[config.mk]
export PLATFORM = sky130hd
export DESIGN_NAME = xspi_req_bridge
export DESIGN_NICKNAME = d
export VERILOG_FILES = /design/src/rtl/xspi_pkg.sv /design/src/rtl/xspi_req_fifo.sv /design/src/rtl/xspi_req_bridge.sv
export SDC_FILE = /design/constraint.sdc
export NUM_CORES = 1
export LEC_CHECK = 0
export CORE_MARGIN = 2
export CORE_UTILIZATION = 48
export DETAILED_ROUTE_END_ITERATION = 10
export GPL_TIMING_DRIVEN = 0
export PLACE_DENSITY = 0.85
export RECOVER_POWER = 50
export SLEW_MARGIN = 20
export SYNTH_ARGS = -nofsm -noshare
export SYNTH_HDL_FRONTEND = slang
export SYNTH_SLANG_ARGS = --single-unit
export TNS_END_PERCENT = 1
[constraint.sdc]
create_clock -name clk -period 3.6 [get_ports clk]
set_input_delay 0.36 -clock clk [delete_from_list [all_inputs] [get_ports clk]]
set_output_delay 0.36 -clock clk [all_outputs]
set_load 0.1 [all_outputs]
[src/rtl/xspi_pkg.sv]
// Shared definitions for the xSPI request bridge: command bytes, FSM states and
// the layout of a queued host request.
package xspi_pkg;

   localparam logic [7:0]  CMD_RD_DEF  = 8'hFF;
   localparam logic [7:0]  CMD_WR_DEF  = 8'hA5;
   localparam int unsigned XSPI_ADDR_W = 48;
   localparam int unsigned DATA_W      = 64;

   typedef enum logic [1:0] {
      IDLE,
      ISSUE,
      WAIT,
      RESP
   } state_t;

   typedef struct packed {
      logic                   write;
      logic [XSPI_ADDR_W-1:0] addr;
      logic [DATA_W-1:0]      wdata;
   } req_t;

   localparam int unsigned REQ_W = $bits(req_t);

endpackage

[src/rtl/xspi_req_fifo.sv]
// Request FIFO with count-based full/empty; reads are combinational from the head.
// A push while full is dropped, even when a pop happens in the same cycle.
module xspi_req_fifo #(
   parameter int unsigned DEPTH = 4,
   parameter int unsigned WIDTH = 8
) (
   input  logic             clk,
   input  logic             rst_n,
   input  logic             push,
   input  logic             pop,
   input  logic [WIDTH-1:0] din,
   output logic [WIDTH-1:0] dout,
   output logic             full,
   output logic             empty
);

   localparam int unsigned PTR_W = $clog2(DEPTH);

   logic [WIDTH-1:0] mem [DEPTH];
   logic [PTR_W-1:0] wr_ptr;
   logic [PTR_W-1:0] rd_ptr;
   logic [PTR_W:0]   count;
   logic             do_push;
   logic             do_pop;

   assign full    = (count == (PTR_W+1)'(DEPTH));
   assign empty   = (count == '0);
   assign do_push = push && !full;
   assign do_pop  = pop && !empty;
   assign dout    = mem[rd_ptr];

   // Pointers wrap naturally because DEPTH is a power of two.
   always_ff @(posedge clk or negedge rst_n) begin
      if (!rst_n) begin
         wr_ptr <= '0;
         rd_ptr <= '0;
         count  <= '0;
      end else begin
         if (do_push) wr_ptr <= wr_ptr + 1'b1;
         if (do_pop)  rd_ptr <= rd_ptr + 1'b1;
         case ({do_push, do_pop})
            2'b10:   count <= count + 1'b1;
            2'b01:   count <= count - 1'b1;
            default: count <= count;
         endcase
      end
   end

   always_ff @(posedge clk) begin
      if (do_push) mem[wr_ptr] <= din;
   end

endmodule

[src/rtl/xspi_req_bridge.sv]
// Host request stage for the xSPI controller: queues requests, issues them one at
// a time, waits for done or timeout, and returns a response on a valid/ready channel.
module xspi_req_bridge
   import xspi_pkg::*;
#(
   parameter int unsigned FIFO_DEPTH = 4,
   parameter int unsigned ADDR_W     = 48,
   parameter int unsigned TIMEOUT    = 64,
   parameter logic [7:0]  CMD_RD     = CMD_RD_DEF,
   parameter logic [7:0]  CMD_WR     = CMD_WR_DEF
) (
   input  logic              clk,
   input  logic              rst_n,
   input  logic              req_valid,
   output logic              req_ready,
   input  logic              req_write,
   input  logic [ADDR_W-1:0] req_addr,
   input  logic [63:0]       req_wdata,
   output logic              rsp_valid,
   input  logic              rsp_ready,
   output logic [63:0]       rsp_rdata,
   output logic              rsp_err,
   output logic              xspi_start,
   output logic [7:0]        xspi_command,
   output logic [47:0]       xspi_address,
   output logic [63:0]       xspi_wr_data,
   input  logic [63:0]       xspi_rd_data,
   input  logic              xspi_done,
   output logic              busy
);

   localparam int unsigned CNT_W = $clog2(TIMEOUT);

   state_t           state;
   req_t             req_in;
   req_t             head;
   logic             fifo_full;
   logic             fifo_empty;
   logic             fifo_pop;
   logic             is_write;
   logic [CNT_W-1:0] cnt;

   always_comb begin
      req_in                    = '0;
      req_in.write              = req_write;
      req_in.addr[ADDR_W-1:0]   = req_addr;
      req_in.wdata              = req_wdata;
   end

   assign req_ready = !fifo_full;
   assign fifo_pop  = (state == IDLE) && !fifo_empty;
   assign busy      = (state != IDLE) || !fifo_empty;

   xspi_req_fifo #(
      .DEPTH (FIFO_DEPTH),
      .WIDTH (REQ_W)
   ) u_fifo (
      .clk   (clk),
      .rst_n (rst_n),
      .push  (req_valid && req_ready),
      .pop   (fifo_pop),
      .din   (req_in),
      .dout  (head),
      .full  (fifo_full),
      .empty (fifo_empty)
   );

   always_ff @(posedge clk or negedge rst_n) begin
      if (!rst_n) begin
         state        <= IDLE;
         is_write     <= 1'b0;
         cnt          <= '0;
         xspi_start   <= 1'b0;
         xspi_command <= '0;
         xspi_address <= '0;
         xspi_wr_data <= '0;
         rsp_valid    <= 1'b0;
         rsp_rdata    <= '0;
         rsp_err      <= 1'b0;
      end else begin
         case (state)
            IDLE: begin
               if (!fifo_empty) begin
                  is_write     <= head.write;
                  xspi_command <= head.write ? CMD_WR : CMD_RD;
                  xspi_address <= head.addr;
                  xspi_wr_data <= head.wdata;
                  state        <= ISSUE;
               end
            end
            ISSUE: begin
               xspi_start <= 1'b1;
               cnt        <= '0;
               state      <= WAIT;
            end
            WAIT: begin
               xspi_start <= 1'b0;
               // done is tested first so it wins over a coincident timeout
               if (xspi_done) begin
                  rsp_rdata <= is_write ? '0 : xspi_rd_data;
                  rsp_err   <= 1'b0;
                  rsp_valid <= 1'b1;
                  state     <= RESP;
               end else if (cnt == CNT_W'(TIMEOUT - 1)) begin
                  rsp_rdata <= '0;
                  rsp_err   <= 1'b1;
                  rsp_valid <= 1'b1;
                  state     <= RESP;
               end else begin
                  cnt <= cnt + 1'b1;
               end
            end
            RESP: begin
               if (rsp_ready) begin
                  rsp_valid <= 1'b0;
                  state     <= IDLE;
               end
            end
            default: state <= IDLE;
         endcase
      end
   end

endmodule

---- Word level (Yosys, flattened, before mapping) ----
Memory sizes are Yosys's and may differ from the RTL's.
Index checks and enable logic that the tools add are counted.
word-level totals
  register bits after elaboration ......... 203
  memory bits (writable) .................. 452
  input bits .............................. 182
  output and inout bits ................... 189
  logic and storage cells ................. 72
  memories kept ........................... 1
memories
  memory      words  width  rd ports  clocked after Yosys merged registers in  wr ports  line                 RTL
  u_fifo.mem  4      113    1         0                                        1         xspi_req_fifo.sv:19  logic [WIDTH-1:0] mem [DEPTH];
operators by class
  add/subtract/negate cells ............... 5
  eq/ne operators ......................... 12
  multiplexer cells ....................... 21
  bitwise logic cells ..................... 1
  reduce and logical (&&, ||, !) cells .... 19
operators by type and width
  cell                                                                count
  64-bit two-way mux                                                  3
  6-bit two-way mux                                                   2
  6-bit one-hot mux with 2 select lines                               1
  2-bit nonzero test                                                  5
  3-bit AND reduction                                                 3
  2-bit two-way mux                                                   4
  2-bit inequality test, second input constant                        4
  2-bit one-hot mux with 4 select lines                               1
  7-bit two-way mux                                                   1
  6-bit by 1-bit adder with 6-bit output, second input constant       1
  2-bit == test, second input constant                                3
  6-bit == test, second input constant                                1
  1-bit two-way mux                                                   6
  3-bit one-hot mux with 2 select lines                               1
  2-bit by 1-bit adder with 2-bit output, second input constant       2
  2-bit by 1-bit == test with 1-bit output, second input constant     2
  1-bit logical AND                                                   4
  1-bit one-hot mux with 2 select lines                               2
  2-bit AND reduction                                                 2
  3-bit by 1-bit adder with 3-bit output, second input constant       1
  3-bit == test, second input constant                                1
  3-bit zero test                                                     1
  3-bit inequality test, second input constant                        1
  3-bit by 1-bit subtractor with 3-bit output, second input constant  1
  other kinds (4)                                                     5

---- Logic depth before layout (Yosys ltp) ----
  depth after elaboration ................. 6
  mapped depth ............................ 10
  gate-level depth less buffers ........... 9

---- By module ----
A second synthesis with hierarchy kept.
unflattened totals
  cell total of the unflattened synthesis .. 1327
  area, all modules ....................... 23961.7 sq um
by module, submodules not included
  module           instances  cells each  area an instance (sq um)  sequential area each (sq um)
  xspi_req_fifo    1          629         16712.3                   13748.2
  xspi_req_bridge  1          698         7249.5                    4754.6

---- Least setup slack after synthesis ----
No wires, ideal clock.
  path kind ............................... register to register
  from .................................... reg u_fifo.count[0]
  to ...................................... mem u_fifo.mem[0][0] (netlist bit), enable pin
  setup time .............................. 0.486 ns
  data arrival time ....................... 4.029 ns
  required time ........................... 3.114 ns
  slack ................................... -0.915 ns
  cell stages (with the launch flop) ...... 4
  buffers on the path ..................... 0
  period minus slack after synthesis ...... 4.515 ns
  path through ............................ dfrtp_1 nor2_1 nand2_1 and3_1
between the ends
  cells in the longest elaborated chain, start to end .. 6
ends and longest elaborated chain
  item                                       line                   RTL
  start, declared                            xspi_req_fifo.sv:22    logic [PTR_W:0] count;
  start signal, assigned                     xspi_req_fifo.sv:42    2'b10: count <= count + 1'b1;
  start signal, assigned                     xspi_req_fifo.sv:43    2'b01: count <= count - 1'b1;
  start signal, assigned                     xspi_req_fifo.sv:44    default: count <= count;
  3-bit == test *                            xspi_req_fifo.sv:26    assign full = (count == (PTR_W+1)'(DEPTH));
  1-bit zero test *                          xspi_req_bridge.sv:50  assign req_ready = !fifo_full;
  via req_ready                              xspi_req_bridge.sv:15  output logic req_ready,
  1-bit logical AND                          xspi_req_bridge.sv:60  .push (req_valid && req_ready),
  1-bit logical AND *                        xspi_req_fifo.sv:28    assign do_push = push && !full;
  1-bit two-way mux *                        xspi_req_fifo.sv:50    if (do_push) mem[wr_ptr] <= din;
  1-bit two-way mux (implied by the code) *  xspi_req_fifo.sv:50
  end, declared                              xspi_req_fifo.sv:19
Mark *: on every way through the listed nets, which the timed path passes. The rest lies on a longest branch.

---- Final worst setup path ----
  from .................................... reg state[0]
  to ...................................... out busy
between the ends
  cells in the longest elaborated chain, start to end .. 2
ends and longest elaborated chain
  item                    line                   RTL
  start, declared         xspi_req_bridge.sv:34  state_t state;
  start signal, assigned  xspi_req_bridge.sv:70  state <= IDLE;
  start signal, assigned  xspi_req_bridge.sv:88  state <= ISSUE;
  start signal, assigned  xspi_req_bridge.sv:94  state <= WAIT;
  2-bit nonzero test      xspi_req_bridge.sv:52  assign busy = (state != IDLE) || !fifo_empty;
  1-bit logical OR        xspi_req_bridge.sv:52
  end, declared           xspi_req_bridge.sv:29  output logic busy
Every way passes these cells.

==> results.json <==
{
  "fin_util_pct": 62.9,
  "crit_arrival_ps": 2850,
  "status": "complete, but fails checks",
  "r2r_end": "u_fifo.count[2]",
  "cts_buffer_depth": 3,
  "timing.final.ws_setup_ps": 390,
  "drive_gt1_share_pct": 15.8,
  "syn_area_um2": 23900,
  "ys.warnings.count": 0,
  "routedWlPerCell_um": 22.8,
  "holdWs_ps": 374,
  "place_congestion": 0.753,
  "synth.distinct_cells": 43,
  "violations": "capacitance limit, slew limit",
  "rows": 81,
  "cts_resized": 0,
  "critPathMaxFanout": 3,
  "die_h_um": 227,
  "drc": 0,
  "detail-route-antenna-nets": 0,
  "hold_class": "input port to flop",
  "port-buffer-count": 370,
  "rsz0062_at_grt": "false",
  "grt_util_met3_pct": 6.96,
  "root_buffer": "clkbuf_16",
  "core_region_area_um2": 49100,
  "met1_usage_pct": 26.1,
  "worst_ep_required_time_ps": 3240,
  "cts_buffers": 67,
  "maxSlewHeadroom_pct": -4.52,
  "finalMaxSlewViolations": 28,
  "cap_violations": 1,
  "synth.avg_cell_area_um2": 18.1,
  "clock_sinks": 649,
  "drt_iter0_markers": 836,
  "synth_nets": 1514,
  "fin_nets": 1966,
  "cts_setup_buffers": 0,
  "tightest_slew_ps": 1570,
  "start_util_pct": 48.7,
  "fmax_mhz": 312,
  "hold_viol": 0,
  "clock-skew-final_ps": 24.1,
  "grt_pass1_wl_um": 84900,
  "gr-total-overflow": 0,
  "ys_seq_elements": 649,
  "htreeDepth": 3,
  "cp-start-kind": "flop",
  "tns_ps": 0,
  "clkTransAtPathRegs_ps": 60,
  "rrSetupSlack_ps": 420,
  "grt_max_degree": 98,
  "whs_path_depth": 2,
  "synthCells": 1321,
  "r2r_start": "u_fifo.count[0]",
  "die_area_um2": 51600,
  "r2r_cells": 8,
  "hold_path_startpoint": "xspi_rd_data[24]",
  "vias_per_cell": 5.41,
  "die_w_um": 227,
  "setup_viol": 0,
  "pre_cts_slack_ps": 345,
  "vias": 13502,
  "antenna_found_initial": 11,
  "grt_use_met2_pct": 39.1,
  "hold_end": "rsp_rdata[24]",
  "hpwl_um": 37000,
  "firstDrtPassIters": 5,
  "area_growth_pct": 29.2,
  "criticalPathCategory": "flop to primary output",
  "grt_pass1_vias": 14455,
  "tritoncts": "built",
  "timing.final.crit_share_pct": 89.2,
  "yosysSeqAreaShare_pct": 77.5,
  "gr-max-usage-layer": "met2",
  "clk-insertion-delay-late_ps": 600,
  "routed_wl_um": 56900,
  "pin_count": 371,
  "worstSetupEndpointType": "primary output",
  "period_needed_ps": 3210,
  "grt_usage_pct": 22.2
}
state kept, by name, summed over array words and instances, names as in the netlist, 2 cells and up:
name / flops
u_fifo.mem: 452
rsp_rdata: 64
xspi_wr_data: 64
xspi_address: 48
cnt: 6
u_fifo.count: 3
state: 2
u_fifo.rd_ptr: 2
u_fifo.wr_ptr: 2
xspi_command: 2
routing by layer:
layer	wire length [um]	vias to the layer above
met5	112	-
met4	1420	18
met3	4600	113
met2	28900	531
met1	21800	6938
li1	-	5902
synth_stat cells, drive strengths merged:
cell	number	area, um^2
nand3	6	30.0
or4	1	7.51
nor3b	1	7.51
or4b	1	13.8
ha	10	125
buf	54	293
edfxtp	452	13600
xor2	1	8.76
a31oi	2	12.5
a21oi	6	30.0
a41oi	1	8.76
inv	8	30.0
nand2b	3	18.8
and2	1	6.26
and3	4	25.0
o32a	1	10.0
a22o	64	561
a31o	1	8.76
xnor2	5	43.8
a311o	1	10.0
and4	1	11.3
o21a	1	7.51
nor3	1	5.00
fa	1	20.0
clkbuf	16	60.1
nand2	349	1320
o311ai	1	8.76
nor2	3	11.3
nor2b	3	18.8
mux2	4	45.0
o211ai	1	7.51
nand4	2	12.5
mux4	113	2540
dfrtp	197	4930
a21o	1	15.0
o21ai	1	8.76
o31ai	3	36.3
logic make-up after synthesis:
family                     share of synthesized area, %
buffers and inverters                              1.60
DFF                                                77.5
and+or+nand+nor                                    6.22
adders and majority gates                         0.608
xor gates and xnor gates                          0.220
muxes                                              10.8
AOI/OAI and AO/OA                                  3.03
cell usage in the layout (no fill, tap or decap), drive strengths merged, types with 2 or more instances in the layout:
cell type	instances
a22o	64
clkdlybuf4s50	253
inv	13
a21oi	6
dlygate4sd3	114
ha	10
bufinv	5
nor2b	3
dfrtp	197
a31oi	2
nand2b	3
o31ai	3
clkinv	20
nand2	349
nand3	6
buf	64
diode	3
clkbuf	116
xnor2	5
mux2	4
nand4	2
and3	4
edfxtp	452
nor2	3
mux4	113
final cells by class:
type	instances	area (um^2)
Antenna cell	3	7.51
Buffer	70	353
Clock buffer	94	1930
Clock inverter	30	300
Fill cell	3373	18200
Inverter	8	30.0
Multi-Input combinational cell	594	5000
Sequential cell	649	18500
Tap cell	664	831
Timing Repair Buffer	383	3900
how the worst max path moves through the flow:
stage / start / endpoint / slack, ps
floorplan: u_fifo.count[0] / u_fifo.mem[1][0] / -920
global placement: rst_n / xspi_wr_data[48] / -6830
detailed placement: u_fifo.count[0] / u_fifo.count[2] / 340
CTS: u_fifo.count[0] / u_fifo.count[2] / 340
global route: rst_n / xspi_wr_data[44] / 150
finish: state[0] / busy / 390
per-stage QoR:
step                area (um^2)  std cells
floorplan                 23900       1321
global placement          28400       2355
detailed placement        28700       2367
CTS                       31000       2492
global route              30800       2492
finish                    30900       2495
worst max-delay path, cell delays in order (launching register included):
cell,delay [ps]
dfrtp_1,390
inv_1,120
ha_1,230
or4b_4,500
clkdlybuf4s50_1,1020
timing repair:
item                                    CTS  global route
endpoints found under the hold margin    68             0
endpoints found under the setup margin    0             0
hold buffers                              1             0
Power is left out: the tool's default activity adds up to more than one toggle a clock period on the data nets, which glitch-free logic cannot reach.
